==> config.mk <==
export PLATFORM = sky130hd
export DESIGN_NAME = avmm_word_stream_reader_flat
export DESIGN_NICKNAME = d
export VERILOG_FILES = /design/src/rtl/avmm_stream_pkg.sv /design/src/rtl/avmm_word_stream_reader_if.sv /design/src/rtl/avmm_sync_fifo.sv /design/src/rtl/avmm_word_stream_reader.sv /design/src/flat_wrapper.sv
export SDC_FILE = /design/constraint.sdc
export NUM_CORES = 1
export LEC_CHECK = 0
export ABC_AREA = 1
export CAP_MARGIN = 20
export CORE_MARGIN = 1
export CORE_UTILIZATION = 35
export CTS_CLUSTER_SIZE = 28
export DETAILED_ROUTE_END_ITERATION = 6
export HOLD_SLACK_MARGIN = 0.08
export SYNTH_ARGS = -nofsm -noshare
export SYNTH_HDL_FRONTEND = slang
export SYNTH_SLANG_ARGS = --single-unit
==> constraint.sdc <==
create_clock -name clk -period 4 [get_ports clk]
set_input_delay 0.8 -clock clk [delete_from_list [all_inputs] [get_ports clk]]
set_output_delay 0.8 -clock clk [all_outputs]
set_load 0.03 [all_outputs]
==> src/rtl/avmm_stream_pkg.sv <==
// Shared types and byte-lane helpers for the Avalon-MM word streamers.
package avmm_stream_pkg;

   typedef enum logic [1:0] {IDLE, RUN, DRAIN, DONE} state_e;

   localparam int BYTES_PER_WORD = 4;

   // Emission order of byte lanes within a word: little-endian.
   localparam logic [1:0] LANE_ORDER [BYTES_PER_WORD] = '{2'd0, 2'd1, 2'd2, 2'd3};

   function automatic logic [7:0] lane_byte(input logic [31:0] word, input logic [1:0] idx);
      return word[8*LANE_ORDER[idx] +: 8];
   endfunction

endpackage

==> src/rtl/avmm_word_stream_reader_if.sv <==
// Memory-side Avalon-MM read signals plus the outgoing byte stream handshake.
interface avmm_word_stream_reader_if #(
   parameter int ADDR_W = 13,
   parameter int DATA_W = 32
);
   logic [ADDR_W-1:0] avm_address;
   logic              avm_chipselect;
   logic              avm_write;
   logic [3:0]        avm_byteenable;
   logic              avm_clken;
   logic [DATA_W-1:0] avm_readdata;
   logic [7:0]        out_data;
   logic              out_valid;
   logic              out_ready;

   modport master (
      output avm_address, avm_chipselect, avm_write, avm_byteenable, avm_clken,
      output out_data, out_valid,
      input  avm_readdata, out_ready
   );

   modport slave (
      input  avm_address, avm_chipselect, avm_write, avm_byteenable, avm_clken,
      input  out_data, out_valid,
      output avm_readdata, out_ready
   );
endinterface

==> src/rtl/avmm_sync_fifo.sv <==
// Show-ahead synchronous FIFO with flush and occupancy count; pop_dat is valid while !empty.
// Zero-cycle read; caller guarantees no push when full and no pop when empty.
module avmm_sync_fifo #(
   parameter int W     = 32,
   parameter int DEPTH = 4
) (
   input  logic                       clk,
   input  logic                       reset_n,
   input  logic                       push,
   input  logic [W-1:0]               push_dat,
   input  logic                       pop,
   input  logic                       flush,
   output logic [W-1:0]               pop_dat,
   output logic [$clog2(DEPTH):0]     count,
   output logic                       empty
);
   localparam int AW = $clog2(DEPTH);

   logic [W-1:0]  mem_q [DEPTH];
   logic [AW-1:0] wptr_q, wptr_d, rptr_q, rptr_d;
   logic [AW:0]   cnt_q, cnt_d;

   always_comb begin
      wptr_d = wptr_q;
      rptr_d = rptr_q;
      cnt_d  = cnt_q;
      if (flush) begin
         wptr_d = '0;
         rptr_d = '0;
         cnt_d  = '0;
      end else begin
         if (push) wptr_d = wptr_q + AW'(1);
         if (pop)  rptr_d = rptr_q + AW'(1);
         case ({push, pop})
            2'b10:   cnt_d = cnt_q + (AW+1)'(1);
            2'b01:   cnt_d = cnt_q - (AW+1)'(1);
            default: cnt_d = cnt_q;
         endcase
      end
   end

   always_ff @(posedge clk or negedge reset_n) begin
      if (!reset_n) begin
         wptr_q <= '0;
         rptr_q <= '0;
         cnt_q  <= '0;
      end else begin
         wptr_q <= wptr_d;
         rptr_q <= rptr_d;
         cnt_q  <= cnt_d;
      end
   end

   always_ff @(posedge clk) begin
      if (push && !flush) mem_q[wptr_q] <= push_dat;
   end

   assign pop_dat = mem_q[rptr_q];
   assign count   = cnt_q;
   assign empty   = (cnt_q == '0);

endmodule

==> src/rtl/avmm_word_stream_reader.sv <==
// Reads word_count words from a fixed-latency Avalon-MM slave and streams them out LSB byte first.
// Reads issue only while FIFO occupancy + in-flight < FIFO_DEPTH; out_valid/out_data hold while out_ready=0.
module avmm_word_stream_reader
   import avmm_stream_pkg::*;
#(
   parameter int ADDR_W     = 13,
   parameter int DATA_W     = 32,
   parameter int FIFO_DEPTH = 4,
   parameter int RD_LATENCY = 1
) (
   input  logic              clk,
   input  logic              reset_n,
   input  logic              start,
   input  logic [ADDR_W-1:0] base_addr,
   input  logic [ADDR_W:0]   word_count,
   input  logic              abort,
   output logic              busy,
   output logic              done,
   avmm_word_stream_reader_if.master bus
);
   localparam int CNT_W = $clog2(FIFO_DEPTH) + 1;
   localparam int CR_W  = $clog2(FIFO_DEPTH + RD_LATENCY) + 2;

   state_e                state_q, state_d;
   logic [ADDR_W-1:0]     base_q, base_d;
   logic [ADDR_W:0]       cnt_q, cnt_d, issue_q, issue_d;
   logic [RD_LATENCY-1:0] rvld_q, rvld_d;
   logic                  abort_q, abort_d;
   logic                  ser_busy_q, ser_busy_d;
   logic [1:0]            idx_q, idx_d;
   logic [DATA_W-1:0]     word_q, word_d;

   logic              rd_issue, active, abort_fire, flush, push, pop, hs, last_hs, fifo_empty;
   logic [CNT_W-1:0]  fifo_cnt;
   logic [DATA_W-1:0] fifo_dat;
   logic [CR_W-1:0]   infl, credit_used;

   assign active      = (state_q == RUN) || (state_q == DRAIN);
   assign abort_fire  = abort && active;
   assign flush       = abort_fire || abort_q;
   assign credit_used = CR_W'(fifo_cnt) + infl;

   always_comb begin
      infl = '0;
      for (int i = 0; i < RD_LATENCY; i++) infl = infl + CR_W'(rvld_q[i]);
   end

   always_ff @(posedge clk or negedge reset_n) begin
      if (!reset_n) state_q <= IDLE;
      else          state_q <= state_d;
   end

   always_comb begin
      state_d = state_q;
      case (state_q)
         IDLE:    if (start) state_d = (word_count == '0) ? DONE : RUN;
         RUN:     if (abort || issue_q == cnt_q) state_d = DRAIN;
         DRAIN:   if (infl == '0 && fifo_empty && !ser_busy_q) state_d = DONE;
         DONE:    state_d = IDLE;
         default: state_d = IDLE;
      endcase
   end

   always_comb begin
      busy     = active;
      done     = (state_q == DONE);
      rd_issue = (state_q == RUN) && !abort && (issue_q < cnt_q)
                 && (credit_used < CR_W'(FIFO_DEPTH));
   end

   always_comb begin
      base_d  = base_q;
      cnt_d   = cnt_q;
      issue_d = issue_q;
      abort_d = abort_q;
      if (state_q == IDLE && start) begin
         base_d  = base_addr;
         cnt_d   = word_count;
         issue_d = '0;
         abort_d = 1'b0;
      end
      if (rd_issue)           issue_d = issue_q + (ADDR_W+1)'(1);
      if (abort_fire)         abort_d = 1'b1;
      if (state_q == DONE)    abort_d = 1'b0;
      rvld_d    = rvld_q << 1;
      rvld_d[0] = rd_issue;
   end

   // A word is popped on the last byte handshake so consecutive words stream without a bubble.
   always_comb begin
      hs         = ser_busy_q && bus.out_ready;
      last_hs    = hs && (idx_q == 2'(BYTES_PER_WORD - 1));
      pop        = !flush && !fifo_empty && (!ser_busy_q || last_hs);
      push       = rvld_q[RD_LATENCY-1] && !flush;
      ser_busy_d = ser_busy_q;
      idx_d      = idx_q;
      word_d     = word_q;
      if (flush) begin
         ser_busy_d = 1'b0;
      end else if (pop) begin
         ser_busy_d = 1'b1;
         idx_d      = '0;
         word_d     = fifo_dat;
      end else if (last_hs) begin
         ser_busy_d = 1'b0;
      end else if (hs) begin
         idx_d = idx_q + 2'd1;
      end
   end

   always_ff @(posedge clk or negedge reset_n) begin
      if (!reset_n) begin
         base_q     <= '0;
         cnt_q      <= '0;
         issue_q    <= '0;
         rvld_q     <= '0;
         abort_q    <= 1'b0;
         ser_busy_q <= 1'b0;
         idx_q      <= '0;
         word_q     <= '0;
      end else begin
         base_q     <= base_d;
         cnt_q      <= cnt_d;
         issue_q    <= issue_d;
         rvld_q     <= rvld_d;
         abort_q    <= abort_d;
         ser_busy_q <= ser_busy_d;
         idx_q      <= idx_d;
         word_q     <= word_d;
      end
   end

   avmm_sync_fifo #(.W(DATA_W), .DEPTH(FIFO_DEPTH)) u_fifo (
      .clk      (clk),
      .reset_n  (reset_n),
      .push     (push),
      .push_dat (bus.avm_readdata),
      .pop      (pop),
      .flush    (flush),
      .pop_dat  (fifo_dat),
      .count    (fifo_cnt),
      .empty    (fifo_empty)
   );

   assign bus.avm_address    = base_q + issue_q[ADDR_W-1:0];
   assign bus.avm_chipselect = rd_issue;
   assign bus.avm_write      = 1'b0;
   assign bus.avm_byteenable = 4'hF;
   assign bus.avm_clken      = 1'b1;
   assign bus.out_valid      = ser_busy_q;
   assign bus.out_data       = lane_byte(word_q, idx_q);

endmodule
==> src/flat_wrapper.sv <==
// flat-port wrapper written by rule: the top's interface ports become plain ports
module avmm_word_stream_reader_flat import avmm_stream_pkg::*;
#(
   parameter int ADDR_W     = 13,
   parameter int DATA_W     = 32,
   parameter int FIFO_DEPTH = 4,
   parameter int RD_LATENCY = 1
)
  (clk, reset_n, start, base_addr, word_count, abort, busy, done, bus_avm_address, bus_avm_chipselect, bus_avm_write, bus_avm_byteenable, bus_avm_clken, bus_out_data, bus_out_valid, bus_avm_readdata, bus_out_ready);
  avmm_word_stream_reader_if #(.ADDR_W(ADDR_W), .DATA_W(DATA_W)) bus_i ();
  input  logic clk;
  input  logic reset_n;
  input  logic start;
  input  logic [ADDR_W-1:0] base_addr;
  input  logic [ADDR_W:0] word_count;
  input  logic abort;
  output logic busy;
  output logic done;
  output wire logic [$bits(bus_i.avm_address)-1:0] bus_avm_address;
  output wire logic [$bits(bus_i.avm_chipselect)-1:0] bus_avm_chipselect;
  output wire logic [$bits(bus_i.avm_write)-1:0] bus_avm_write;
  output wire logic [$bits(bus_i.avm_byteenable)-1:0] bus_avm_byteenable;
  output wire logic [$bits(bus_i.avm_clken)-1:0] bus_avm_clken;
  output wire logic [$bits(bus_i.out_data)-1:0] bus_out_data;
  output wire logic [$bits(bus_i.out_valid)-1:0] bus_out_valid;
  input wire logic [$bits(bus_i.avm_readdata)-1:0] bus_avm_readdata;
  input wire logic [$bits(bus_i.out_ready)-1:0] bus_out_ready;
  assign bus_avm_address = bus_i.avm_address;
  assign bus_avm_chipselect = bus_i.avm_chipselect;
  assign bus_avm_write = bus_i.avm_write;
  assign bus_avm_byteenable = bus_i.avm_byteenable;
  assign bus_avm_clken = bus_i.avm_clken;
  assign bus_out_data = bus_i.out_data;
  assign bus_out_valid = bus_i.out_valid;
  assign bus_i.avm_readdata = bus_avm_readdata;
  assign bus_i.out_ready = bus_out_ready;
  avmm_word_stream_reader #(.ADDR_W(ADDR_W), .DATA_W(DATA_W), .FIFO_DEPTH(FIFO_DEPTH), .RD_LATENCY(RD_LATENCY)) u_core (.clk(clk), .reset_n(reset_n), .start(start), .base_addr(base_addr), .word_count(word_count), .abort(abort), .busy(busy), .done(done), .bus(bus_i));
endmodule
======== After elaboration in Yosys (flattened, before gate mapping) ========
Memories as Yosys holds them, arrays and structs flattened. A register that Yosys moved wholly into a read port is not among the register bits.
Index checks and enable logic that the tools add are counted.
storage, ports and cells
  output and inout port bits .............. 31
  memory bits (writable) .................. 128
  flip-flop bits (word level) ............. 55
  input bits .............................. 64
  word-level logic and storage cells ...... 100
  memories kept ........................... 1
memories
  memory               words  width  rd ports  clocked after memory_dff  write ports  RTL line              text
  u_core.u_fifo.mem_q  4      32     1         1                         1            avmm_sync_fifo.sv:19  logic [W-1:0] mem_q [DEPTH];
operators by class
  magnitude comparators ................... 3
  $add $sub $neg .......................... 8
  equal/unequal tests ..................... 11
  reductions and logical operators ........ 36
  bitwise gates (word level) .............. 2
  muxes and demuxes ....................... 27
  shift-type cells ........................ 1
operators with widths
  kind                   count
  $shiftx 32x6->8        1
  $mux 14                2
  $mux 2                 13
  $add 14x1->14 const B  1
  $eq 14x14->1           1
  $logic_not 14->1       1
  $lt 14x14->1           1
  $add 13x13->13         1
  $logic_and 1x1->1      13
  $reduce_bool 3->1      3
  $eq 2x2->1 const B     4
  $mux 1                 8
  $ne 2x2->1 const B     4
  $pmux 2 s4             1
  $reduce_bool 2->1      4
  $add 2x1->2 const B    3
  $pmux 3 s2             1
  $reduce_and 3->1       2
  $logic_not 1->1        5
  $logic_not 5->1        1
  $lt 5x3->1 const B     1
  $add 3x1->4            1
  $bmux 2 s2             1
  $eq 2x1->1 const B     2
  other kinds (10)       13

======== Longest topological paths before layout ========
  depth after elaboration ................. 10
  depth in mapped cells ................... 14
  gate-level depth less buffers ........... 13

======== Modules after synthesis ========
A second synthesis with hierarchy kept.
second synthesis, totals
  cell total of the unflattened synthesis .. 975
  area, all modules ....................... 9,924.5 um^2
by module, submodules not included
  module                   instances  seq. area each (um^2)  cells each  area each (um^2)
  avmm_sync_fifo           1          4,018.9                369         5,186.2
  avmm_word_stream_reader  1          2,001.9                606         4,738.3

======== Worst setup path before layout ========
Ideal clock, no wire load.
  kind .................................... reg-to-reg
  start point ............................. register u_core.state_q[0]
  end point ............................... memory u_core.u_fifo.mem_q[0][0], enable pin
  required time ........................... 3.579 ns
  slack ................................... 0.734 ns
  cell stages (with the launch flop) ...... 9
  arrival ................................. 2.845 ns
  setup time .............................. 0.421 ns
  path through ............................ dfrtp_1 > inv_1 > ha_1 > nand2_1 > inv_2 > nor2_4 > buf_2 > nand2_1 > nor2_1
between the ends
  longest elaborated chain between the ends .. 9
  elaborated cells on any way between the ends .. 10
RTL lines
  element                                          RTL line                                             text
  start: declaration                               avmm_word_stream_reader.sv:24                        state_e state_q, state_d;
  start signal: assignment                         avmm_word_stream_reader.sv:50                        else state_q <= state_d;
  $eq 2x1->1 / $eq 2x2->1 (equally long branches)  avmm_word_stream_reader.sv:38                        assign active = (state_q == RUN) || (state_q == DRAIN);
  $logic_or 1x1->1 (*)                             avmm_word_stream_reader.sv:38
  net busy                                         flat_wrapper.sv:17                                   output logic busy;
  $logic_and 1x1->1 (*)                            avmm_word_stream_reader.sv:39                        assign abort_fire = abort && active;
  $logic_or 1x1->1 (*)                             avmm_word_stream_reader.sv:40                        assign flush = abort_fire || abort_q;
  $logic_not 1->1 (*)                              avmm_sync_fifo.sv:55, avmm_word_stream_reader.sv:94
  $logic_and 1x1->1                                avmm_word_stream_reader.sv:94                        push = rvld_q[RD_LATENCY-1] && !flush;
  $logic_and 1x1->1 (*)                            avmm_sync_fifo.sv:55                                 if (push && !flush) mem_q[wptr_q] <= push_dat;
  $mux 1 (*)                                       avmm_sync_fifo.sv:55
  $mux 1 (implied by the code) (*)                 avmm_sync_fifo.sv:55
  end: declaration                                 avmm_sync_fifo.sv:19
Mark *: on every way through the listed nets, which the timed path passes. The rest lies on a longest branch.

======== Final worst setup path ========
  start point ............................. register u_core.issue_q[0]
  end point ............................... output port bus_avm_address[10]
between the ends
  longest elaborated chain between the ends .. 1
RTL lines
  element                   RTL line                        text
  start: declaration        avmm_word_stream_reader.sv:26   logic [ADDR_W:0] cnt_q, cnt_d, issue_q, issue_d;
  start signal: assignment  avmm_word_stream_reader.sv:124  issue_q <= issue_d;
  $add 13x13->13            avmm_word_stream_reader.sv:145  assign bus.avm_address = base_q + issue_q[ADDR_W-1:0];
  end: declaration          flat_wrapper.sv:19              output wire logic [$bits(bus_i.avm_address)-1:0] bus_avm_address;
No other way between the ends.

==> PnR_summary.wiki <==
{| class="wikitable"
! Metric !! Value
|-
| Run status || finished clean
|-
| Library cells used by synthesis || 37
|-
| Most frequent standard cell in the layout excluding fill and tap cells || sky130_fd_sc_hd__nand2_1
|-
| Transition at the pin with the smallest max-transition slack || 0.9881 ns
|-
| Post-layout power || 7.673 mW
|-
| Peak ir drop on the vdd network || 443.9 uV
|-
| Fraction of power consumed by the clock network || 0.283
|-
| TritonCTS Sinks || 215
|-
| Shortest period the worst path allows || 3.709 ns
|-
| Proportion of register bits with asynchronous set or reset after synthesis || 0.4047
|-
| WP data arrival || 2.91 ns
|-
| Total gr overflow || 0
|-
| Tightest hold margin || 0.4014 ns
|-
| Highest clock rate || 269.6 MHz
|-
| Wire length of the first global-routing pass || 34.58 mm
|-
| Resize count post-CTS || 0
|-
| Period utilization || 0.9274
|-
| Final core utilization || 0.4285
|-
| Count of endpoints failing setup in the final report || 0
|-
| Die Width || 170.3 um
|-
| Area overhead of the layout relative to synthesis || 20.12%
|-
| Input/output buffers || 88
|-
| Number of cells after detailed placement || 1401
|-
| Core Region || 27780 um^2
|-
| 1st-iter DRT viols || 354
|-
| Required @ worst endpoint || 3.20 ns
|-
| Cell at the root of the clock tree || sky130_fd_sc_hd__clkbuf_16
|-
| Place WS || 0.6290 ns
|-
| Finished layout cell area || 11910 um^2
|-
| Antenna-violating nets left || 0
|-
| Hold-fix buffers at CTS || 0
|-
| Seq pwr share || 0.399
|-
| Synthesized area per cell || 10.30 um^2
|-
| Crit. Startpoint || u_core.issue_q[0]
|-
| Critical path class || reg2out
|-
| Leading cell types in the layout, fill and taps excluded || 217 x sky130_fd_sc_hd__nand2_1, 152 x sky130_fd_sc_hd__nor2_1, 128 x sky130_fd_sc_hd__edfxtp_1, 87 x sky130_fd_sc_hd__clkdlybuf4s50_1, 86 x sky130_fd_sc_hd__dfrtp_1
|-
| Count of flip-flops with a built-in enable after synthesis || 128
|-
| Boundary Pins || 95
|-
| Highest net fanout along the worst path || 6
|-
| Maximum Capacitance Violations || 0
|-
| Number of diodes || 0
|-
| Number of vias per cell || 4.760
|-
| Element type at the critical path start || flip-flop
|-
| Pre-antenna DRT Iters || 5
|-
| Total routed wirelength || 21.37 mm
|-
| Pint || 5.040 mW
|-
| Leakage power || 5.037 nW
|-
| Post-synthesis cell area || 9911 um^2
|-
| Cell row count || 61
|-
| Total net switching power || 2.632 mW
|-
| FF+latch count, synth || 215
|-
| Minimum setup slack in the final design || 0.2905 ns
|-
| Floorplan die area || 28990 um^2
|-
| Ys Warns || 0
|-
| Proportion of layout cells with a drive suffix above 1 || 0.07793
|-
| Count of placed standard cells in the final layout, fillers left out || 1443
|-
| TritonCTS clock tree || done
|-
| Crit. End Element || output pin
|-
| CTS H-Tree Depth || 1
|-
| RSZ-0062 raised after global routing || false
|-
| Part of the power in combinational logic || 0.318
|-
| P per Cell Area || 644.5 nW/um^2
|-
| HPWL after DPL || 13.46 mm
|-
| Overall via count from detail_route || 6868
|-
| Switching share of power || 0.3431
|-
| Leading register cell type out of synthesis || sky130_fd_sc_hd__edfxtp_1
|-
| Cts bufs inserted || 23
|-
| Critical path destination || bus_avm_address[10]
|-
| Flop2flop setup slack || 1.25 ns
|-
| Max-slew headroom at the worst pin || 0.3389
|-
| Cell depth of the worst flop-to-flop path || 12
|-
| Count of fill cells added during filler insertion || 2671
|-
| Number of buffers added for setup after CTS || 0
|-
| Number of hold-slack violations in the final timing report || 0
|-
| Setup TNS || 0 ns
|-
| Antenna violations before repair || 0
|-
| Launching point of the worst reg2reg path || u_core.state_q[0]
|-
| Starting Density || 0.3567
|-
| Final nets || 1152
|-
| GPL Wtd Cong || 0.8173
|-
| Post-Synthesis Cells || 962
|-
| CTS clock-pin slew for the worst setup and hold paths || 0.06 ns
|-
| Clock skew || 0.007601 ns
|-
| Sequential share of the synthesized area || 0.6075
|-
| Min-Delay Path Class || in2async
|-
| WL/cell || 14.81 um
|-
| Clock latency on the worst-skew pair || 0.52 ns
|-
| Area post-placement || 11130 um^2
|-
| Floorplan die height || 170.3 um
|-
| Global router's overall resource usage || 0.1502
|-
| Total count of max-transition violations in the final report || 0
|-
| Pin count of the biggest net entering global routing || 67
|-
| Number of buffers between clock root and the deepest sink || 3
|-
| Capture instance of the worst register-to-register path || u_core.u_fifo.count[2]
|-
| Detailed-route DRC error count || 0
|-
| Vias in the first global route || 6678
|}
state kept, by name, summed over array words and instances (netlist names), 2 cells and up:
| register | count |
|---|---|
| u_core.state_q | 2 |
| u_core.issue_q | 14 |
| u_core.idx_q | 2 |
| u_core.u_fifo.mem_q | 128 |
| u_core.cnt_q | 14 |
| u_core.u_fifo.rptr_q | 2 |
| u_core.base_q | 13 |
| u_core.word_q | 32 |
| u_core.u_fifo.count | 3 |
| u_core.u_fifo.wptr_q | 2 |
Yosys cell counts, types with 3 or more instances:
cell / count / area (um^2)
sky130_fd_sc_hd__ha_1: 38 / 475.5
sky130_fd_sc_hd__o32ai_1: 32 / 280.3
sky130_fd_sc_hd__dfrtp_1: 87 / 2177
sky130_fd_sc_hd__o22ai_1: 8 / 50.05
sky130_fd_sc_hd__inv_2: 3 / 11.26
sky130_fd_sc_hd__a21oi_1: 24 / 120.1
sky130_fd_sc_hd__buf_2: 16 / 80.08
sky130_fd_sc_hd__nor2_2: 3 / 18.77
sky130_fd_sc_hd__nand2_1: 218 / 818.3
sky130_fd_sc_hd__edfxtp_1: 128 / 3844
sky130_fd_sc_hd__nand3_1: 37 / 185.2
sky130_fd_sc_hd__mux2_2: 14 / 157.7
sky130_fd_sc_hd__nor2_1: 156 / 585.6
sky130_fd_sc_hd__nand4_1: 3 / 18.77
sky130_fd_sc_hd__o21ai_0: 58 / 290.3
sky130_fd_sc_hd__clkbuf_1: 15 / 56.30
sky130_fd_sc_hd__xor2_1: 18 / 157.7
sky130_fd_sc_hd__inv_1: 64 / 240.2
sky130_fd_sc_hd__buf_6: 6 / 67.56
sky130_fd_sc_hd__o21ai_1: 4 / 20.02
sky130_fd_sc_hd__buf_4: 7 / 52.55
how the worst min path moves through the flow:
stage | from | cells past startpoint | end | slack, ns
3_5_place_dp | u_core.word_q[9] | 2 | u_core.word_q[9] | 0.46
3_3_place_gp | u_core.word_q[11] | 2 | u_core.word_q[11] | 0.47
5_1_grt | reset_n | 1 | u_core.cnt_q[13] | 0.47
6_report | reset_n | 1 | u_core.cnt_q[0] | 0.40
2_1_floorplan | u_core.word_q[16] | 2 | u_core.word_q[16] | 0.44
4_1_cts | reset_n | 1 | u_core.cnt_q[7] | 0.43
layout make-up:
class                   instances  area [um^2]  area share
clock buffers                  29        618.1     0.05192
clock inverters                13        155.1     0.01303
inverters                      68        255.2     0.02144
multi-input cells             639         3406      0.2861
flip-flops and latches        215         6022      0.5058
well taps                     378        473.0     0.03973
repair buffers                101        975.9     0.08198
power by group through the flow:
stage	logic (mW)	registers [mW]	clock network, mW
floorplan	1.71	3.00	0
global placement	2.43	3.09	0
detailed placement	2.46	3.10	0
CTS	2.47	3.06	2.23
global route	2.72	3.11	2.30
finish	2.44	3.06	2.17
logic make-up after synthesis:
logic type                 share of synthesized area
and+or+nand+nor                               0.1723
DFF                                           0.6075
AOI/OAI and AO/OA                            0.08219
buffers and inverters                        0.05163
adders and majority gates                    0.05201
xor gates and xnor gates                     0.01767
muxes                                        0.01591
other                                      0.0007578
worst max-delay path, stage by stage (launching register included):
cell and delay, ns:
sky130_fd_sc_hd__dfrtp_1 0.44, sky130_fd_sc_hd__ha_1 0.26, sky130_fd_sc_hd__fa_1 0.40, sky130_fd_sc_hd__nand3_1 0.11, sky130_fd_sc_hd__nand2_1 0.11, sky130_fd_sc_hd__nand2_1 0.08, sky130_fd_sc_hd__nand2_1 0.09, sky130_fd_sc_hd__nand2_1 0.09
sky130_fd_sc_hd__nand3_1 0.07, sky130_fd_sc_hd__nand2_1 0.08, sky130_fd_sc_hd__clkdlybuf4s50_1 0.66
layer usage:
metal | vias up | global-route usage | part of all wire
li1 | 3418 | - | -
met1 | 3279 | 0.1950 | 0.46
met2 | 136 | 0.2616 | 0.48
met3 | 35 | 0.02372 | 0.040
met4 | 0 | 0.03564 | 0.020
met5 | - | 0 | 0
Note: power is estimated with default switching activity, not from simulation.
